## src/rtl/fir_decim_pkg.sv

```systemverilog
// rtl/fir_decim_pkg.sv - default widths, sizing helpers and saturation for fir_decim_out
package fir_decim_pkg;

    localparam int DEF_DATA_W = 16;
    localparam int DEF_OUT_W  = 8;
    localparam int DEF_DECIM  = 4;
    localparam int DEF_SHIFT  = 2;
    localparam int DEF_DEPTH  = 4;

    // Arithmetic is carried at this width so the rounding add never wraps
    localparam int CALC_W = 32;

    function automatic int log2c(input int n);
        return (n <= 1) ? 0 : $clog2(n);
    endfunction

    function automatic int ptr_w(input int depth);
        return (depth <= 2) ? 1 : $clog2(depth);
    endfunction

    function automatic logic [CALC_W-1:0] round_const(input int s);
        return (s > 0) ? (CALC_W'(1) << (s - 1)) : '0;
    endfunction

    function automatic logic [CALC_W-1:0] saturate(input logic [CALC_W-1:0] r, input int out_w);
        logic [CALC_W-1:0] lim;
        lim = (CALC_W'(1) << out_w) - CALC_W'(1);
        return (r > lim) ? lim : r;
    endfunction

endpackage

```

## src/rtl/fir_decim_out_if.sv

```systemverilog
// rtl/fir_decim_out_if.sv - valid/ready sample stream between fir_decim_out and its consumer
interface fir_decim_out_if #(
    parameter int OUT_W = 8
);
    logic             valid;
    logic             ready;
    logic [OUT_W-1:0] data;

    modport master (output valid, output data, input ready);
    modport slave  (input valid, input data, output ready);
endinterface

```

## src/rtl/fir_decim_out_fifo.sv

```systemverilog
// rtl/fir_decim_out_fifo.sv - sync_fifo: small synchronous FIFO; a push while full is kept only with a same-cycle pop
module sync_fifo
    import fir_decim_pkg::*;
#(
    parameter int WIDTH = 8,
    parameter int DEPTH = 4
) (
    input  logic                 clk,
    input  logic                 rst,
    input  logic                 push,
    input  logic [WIDTH-1:0]     push_data,
    input  logic                 pop,
    output logic [WIDTH-1:0]     pop_data,
    output logic                 full,
    output logic                 empty,
    output logic [ptr_w(DEPTH):0] count
);
    localparam int PTR_W = ptr_w(DEPTH);
    localparam int CNT_W = PTR_W + 1;

    logic [WIDTH-1:0] mem [DEPTH];
    logic [PTR_W-1:0] wr_ptr;
    logic [PTR_W-1:0] rd_ptr;
    logic             do_push;
    logic             do_pop;

    assign full     = (count == CNT_W'(DEPTH));
    assign empty    = (count == '0);
    assign do_pop   = pop && !empty;
    assign do_push  = push && (!full || do_pop);
    assign pop_data = mem[rd_ptr];

    always_ff @(posedge clk or posedge rst) begin
        if (rst) begin
            wr_ptr <= '0;
            rd_ptr <= '0;
            count  <= '0;
        end else begin
            if (do_push) wr_ptr <= wr_ptr + 1'b1;
            if (do_pop)  rd_ptr <= rd_ptr + 1'b1;
            case ({do_push, do_pop})
                2'b10:   count <= count + 1'b1;
                2'b01:   count <= count - 1'b1;
                default: count <= count;
            endcase
        end
    end

    always_ff @(posedge clk) begin
        if (do_push) mem[wr_ptr] <= push_data;
    end
endmodule

```

## src/rtl/fir_decim_out.sv

```systemverilog
// rtl/fir_decim_out.sv - decimate, round, shift and saturate FIR samples into a buffered valid/ready stream
// DECIM_AVG_EN: average each DECIM-sample window instead of picking its last sample.
module fir_decim_out
    import fir_decim_pkg::*;
#(
    parameter int DATA_W = DEF_DATA_W,
    parameter int OUT_W  = DEF_OUT_W,
    parameter int DECIM  = DEF_DECIM,
    parameter int SHIFT  = DEF_SHIFT,
    parameter int DEPTH  = DEF_DEPTH
) (
    input  logic              clk,
    input  logic              rst,
    input  logic              in_en,
    input  logic [DATA_W-1:0] y_in,
    fir_decim_out_if.master   m,
    output logic              overflow,
    input  logic              clr_ovf
);
    localparam int LOG2D = log2c(DECIM);
    localparam int PH_W  = (LOG2D > 0) ? LOG2D : 1;
`ifdef DECIM_AVG_EN
    localparam int TOT_SHIFT = SHIFT + LOG2D;
`else
    localparam int TOT_SHIFT = SHIFT;
`endif
    localparam logic [CALC_W-1:0] RND  = round_const(TOT_SHIFT);
    localparam logic [PH_W-1:0]   LAST = PH_W'(DECIM - 1);

    logic [PH_W-1:0]        phase;
    logic                   capture;
    logic [CALC_W-1:0]      pre;
    logic [OUT_W-1:0]       stage_next;
    logic                   stage_valid;
    logic [OUT_W-1:0]       stage_data;
    logic [OUT_W-1:0]       head;
    logic                   full;
    logic                   empty;
    logic [ptr_w(DEPTH):0]  fifo_count;
    logic                   pop;
    logic                   drop;

    assign capture = in_en && (phase == LAST);

    always_ff @(posedge clk or posedge rst) begin
        if (rst)        phase <= '0;
        else if (in_en) phase <= capture ? '0 : phase + 1'b1;
    end

`ifdef DECIM_AVG_EN
    localparam int ACC_W = DATA_W + LOG2D;
    logic [ACC_W-1:0] acc;
    logic [ACC_W-1:0] acc_base;
    logic [ACC_W-1:0] acc_sum;

    // Window restarts at phase 0, so the stale sum is discarded there
    assign acc_base = (phase == '0) ? '0 : acc;
    assign acc_sum  = acc_base + ACC_W'(y_in);
    assign pre      = CALC_W'(acc_sum);

    always_ff @(posedge clk or posedge rst) begin
        if (rst)        acc <= '0;
        else if (in_en) acc <= acc_sum;
    end
`else
    assign pre = CALC_W'(y_in);
`endif

    assign stage_next = OUT_W'(saturate((pre + RND) >> TOT_SHIFT, OUT_W));

    always_ff @(posedge clk or posedge rst) begin
        if (rst) begin
            stage_valid <= 1'b0;
            stage_data  <= '0;
        end else begin
            stage_valid <= capture;
            if (capture) stage_data <= stage_next;
        end
    end

    sync_fifo #(
        .WIDTH (OUT_W),
        .DEPTH (DEPTH)
    ) u_fifo (
        .clk       (clk),
        .rst       (rst),
        .push      (stage_valid),
        .push_data (stage_data),
        .pop       (pop),
        .pop_data  (head),
        .full      (full),
        .empty     (empty),
        .count     (fifo_count)
    );

    assign m.valid = (fifo_count != '0);
    assign m.data  = empty ? '0 : head;
    assign pop     = m.valid && m.ready;
    assign drop    = stage_valid && full && !pop;

    always_ff @(posedge clk or posedge rst) begin
        if (rst)          overflow <= 1'b0;
        else if (drop)    overflow <= 1'b1;
        else if (clr_ovf) overflow <= 1'b0;
    end
endmodule

```

## src/flat_wrapper.sv

```systemverilog
// flat-port wrapper written by rule: the top's interface ports become plain ports
module fir_decim_out_flat import fir_decim_pkg::*;
#(
    parameter int DATA_W = DEF_DATA_W,
    parameter int OUT_W  = DEF_OUT_W,
    parameter int DECIM  = DEF_DECIM,
    parameter int SHIFT  = DEF_SHIFT,
    parameter int DEPTH  = DEF_DEPTH
)
  (clk, rst, in_en, y_in, overflow, clr_ovf, m_valid, m_data, m_ready);
  fir_decim_out_if #(.OUT_W(OUT_W)) m_i ();
  input  logic clk;
  input  logic rst;
  input  logic in_en;
  input  logic [DATA_W-1:0] y_in;
  output logic overflow;
  input  logic clr_ovf;
  output wire logic [$bits(m_i.valid)-1:0] m_valid;
  output wire logic [$bits(m_i.data)-1:0] m_data;
  input wire logic [$bits(m_i.ready)-1:0] m_ready;
  assign m_valid = m_i.valid;
  assign m_data = m_i.data;
  assign m_i.ready = m_ready;
  fir_decim_out #(.DATA_W(DATA_W), .OUT_W(OUT_W), .DECIM(DECIM), .SHIFT(SHIFT), .DEPTH(DEPTH)) u_core (.clk(clk), .rst(rst), .in_en(in_en), .y_in(y_in), .m(m_i), .overflow(overflow), .clr_ovf(clr_ovf));
endmodule
```

## config.mk

```make
export PLATFORM = sky130hd
export DESIGN_NAME = fir_decim_out_flat
export DESIGN_NICKNAME = d
export VERILOG_FILES = /design/src/rtl/fir_decim_pkg.sv /design/src/rtl/fir_decim_out_if.sv /design/src/rtl/fir_decim_out_fifo.sv /design/src/rtl/fir_decim_out.sv /design/src/flat_wrapper.sv
export SDC_FILE = /design/constraint.sdc
export NUM_CORES = 1
export LEC_CHECK = 0
export ABC_AREA = 1
export BUFFER_PORTS_ARGS = -buffer_cell sky130_fd_sc_hd__buf_4
export CAP_MARGIN = 10
export CORE_ASPECT_RATIO = 1.4
export CORE_MARGIN = 5
export CORE_UTILIZATION = 26
export CTS_BUF_LIST = sky130_fd_sc_hd__clkbuf_16
export DETAILED_ROUTE_END_ITERATION = 10
export HOLD_SLACK_MARGIN = 0.1
export SLEW_MARGIN = 20
export SYNTH_ARGS = -nofsm -noshare
export SYNTH_HDL_FRONTEND = slang
export SYNTH_HIERARCHICAL = 1
export SYNTH_SLANG_ARGS = --single-unit
```

## constraint.sdc

```tcl
create_clock -name clk -period 2.6 [get_ports clk]
set_clock_uncertainty 0.1 [all_clocks]
set_input_delay 0.52 -clock clk [delete_from_list [all_inputs] [get_ports clk]]
set_output_delay 0.52 -clock clk [all_outputs]
set_load 0.03 [all_outputs]
```

==> summary.md <==
| Metric | Value |
|---|---|
| IO Count | 31 |
| Max clock buf depth | 2 |
| Class of the worst hold path | input port to flip-flop |
| Clk root buf | clkbuf_16 |
| Fraction of the cycle the final worst path needs | 93.0% |
| Fmax achieved | 0.414 GHz |
| Initial drt markers | 66 |
| Drt pass-1 iters | 5 |
| Hold Violations, Final | 0 |
| Routed wire per std cell | 10.5 um |
| Max Slew Vio Count | 0 |
| Netlist Area Pre-Place | 2580 um2 |
| WP data required | 2680 ps |
| Yosys warns | 6 |
| Fin crit period | 2420 ps |
| First-pass GRT wire length | 7.99 mm |
| Leak Pwr | 1.28 nW |
| Syn avg cell area | 9.28 um2 |
| Flop2flop setup slack | 180 ps |
| Die width | 94.2 um |
| Most common cell after layout, fill and taps aside | nor2_1 |
| PortBufs | 29 |
| Largest net degree at the start of global routing | 19 |
| Final HPWL DP | 3.55 mm |
| DR vias | 1,811 |
| Clock sink count | 51 |
| Vias in the first global route | 1,725 |
| Post-CTS Hold Buffers | 1 |
| ANT nets after route | 0 |
| Maximum vdd drop | 0.000333 V |
| CP Data Arrival Time | 2500 ps |
| GRT overflow | 0 |
| Clk_lat worst skew | 290 ps |
| N_diodes | 0 |
| GRT Util Overall | 8.39% |
| Layout cells sized above 1 | 20.6% |
| Final wirelength | 4.73 mm |
| Most frequent cells in the layout | 50 x nor2_1, 43 x nand2_1, 42 x inv_1 |
| Core ar. | 9790 um2 |
| Num rows | 43 |
| Total chip power | 2.96 mW |
| # fillers | 1,074 |
| Die ar. | 12,000 um2 |
| Vias/cell | 4.02 |
| Yosys reg bits | 51 |
| GP Congestion | 0.766 |
| # Max-Cap Violations | 0 |
| Post-synthesis cell type count | 30 |
| CP Capture Type | flip-flop |
| Slew Limit Headroom | 67.7% |
| Synth Instances | 278 |
| Clk slew on worst S/H paths | 70 ps |
| Post-layout util | 31.7% |
| Num CTS Buffers | 5 |
| Area Growth Syn to Fin | 20.3% |
| Net count, final | 343 |
| RSZ-0062 raised after global routing | no |
| CP Max Fanout | 7 |
| Power Density | 953 nW/um2 |
| Die H | 128 um |
| CTS resizes | 0 |
| H-tree depth | 2 |
| Final number of setup-violating endpoints | 0 |
| Sequential share of the synthesized area | 55.7% |
| Worst-Margin Slew | 484 ps |
| CP startpoint kind | flip-flop |
| Crit path kind | flip-flop to flip-flop |
| Final setup TNS | 0 ps |
| Syn nets | 307 |
| Initial Util | 26.3% |
| Initial antenna violation count | 0 |
| Postcts setup bufs | 0 |
| Status | completed |
| CTS tree | yes |
| Residual DRC | 0 |
-- cell type report --
cell class | instances | area (um2) | area share, %
flip-flops and latches | 51 | 1440 | 46.3
clock inverters | 3 | 26.3 | 0.846
multi-input cells | 177 | 910 | 29.3
repair buffers | 35 | 265 | 8.54
inverters | 44 | 173 | 5.56
clock buffers | 5 | 125 | 4.03
well taps | 135 | 169 | 5.44
-- worst max-delay path: stages (launching register included) --
cell,delay [ps]
dfrtp_1,430
or3_1,400
nand2_1,100
inv_1,80
inv_1,70
nand3_2,120
nand2_4,110
ha_1,170
inv_1,70
fa_1,380
nand2_1,100
nand3_1,70
nand2_1,60
nand2_1,50
-- cells by family (layout without fill, tap and decap cells) --
group,count (synthesis),after routing,synth area share [%]
fa+ha+maj,8,8,4.17
mux,1,1,0.436
compound gates,34,34,7.13
simple gates,133,133,23.2
xor+xnor,1,1,0.340
flops,51,51,55.7
buf+inv,50,87,9.07
-- per-stage QoR --
stage	instance area, um2	hold WS, ps	worst slack (ps)	std cells
after floorplan	2580	223	170	278
after global placement	2940	383	239	441
after detailed placement	2940	386	194	441
after CTS	3100	322	187	450
after global routing	3100	343	22.0	450
final	3100	332	182	450
-- path summary, 6_finish.rpt --
path	start	cells past startpoint	to
min	clr_ovf	2	u_core/overflow
min in group asynchronous	rst	3	u_core/u_fifo/count[2]
max reg2reg	u_core/u_fifo/count[1]	13	u_core/u_fifo/count[2]
max	u_core/u_fifo/count[1]	13	u_core/u_fifo/count[2]
max in group asynchronous	rst	3	u_core/stage_data[5]
min reg2reg	u_core/u_fifo/rd_ptr[0]	2	u_core/u_fifo/rd_ptr[0]
-- cells in the mapped netlist (all sizes together) --
cell type / count / area [um2]
nand3: 19 / 105
nand4: 1 / 6.26
nor2: 54 / 223
or2: 9 / 56.3
inv: 44 / 173
a21oi: 3 / 15.0
ha: 7 / 87.6
buf: 5 / 57.6
or3: 1 / 6.26
edfxtp: 32 / 961
clkbuf: 1 / 3.75
xnor2: 1 / 8.76
nand2: 47 / 191
o21a: 1 / 7.51
fa: 1 / 20.0
mux2: 1 / 11.3
dfrtp: 19 / 475
o21ai: 30 / 161
nor3: 2 / 10.0
-- power by group --
part	total, mW	internal (mW)	switching, mW	leakage (nW)
logic	1.24	0.443	0.793	0.761
registers	1.07	0.973	0.0916	0.447
clock network	0.658	0.365	0.293	0.0748
-- sequential cells by signal (all words and copies together), names as in the netlist --
register,count
u_core/stage_valid,1
u_core/stage_data,8
u_core/u_fifo/wr_ptr,2
u_core/phase,2
u_core/u_fifo/mem,32
u_core/overflow,1
u_core/u_fifo/rd_ptr,2
u_core/u_fifo/count,3
-- per-layer routing --
layer	share of wire (%)	vias to the layer above	global-route usage (%)
met3	2.9	4	1.41
met5	0	-	0
li1	-	958	-
met1	41	818	9.22
met4	1.3	0	4.34
met2	55	31	15.2
Note: power is estimated with default switching activity, not from simulation.
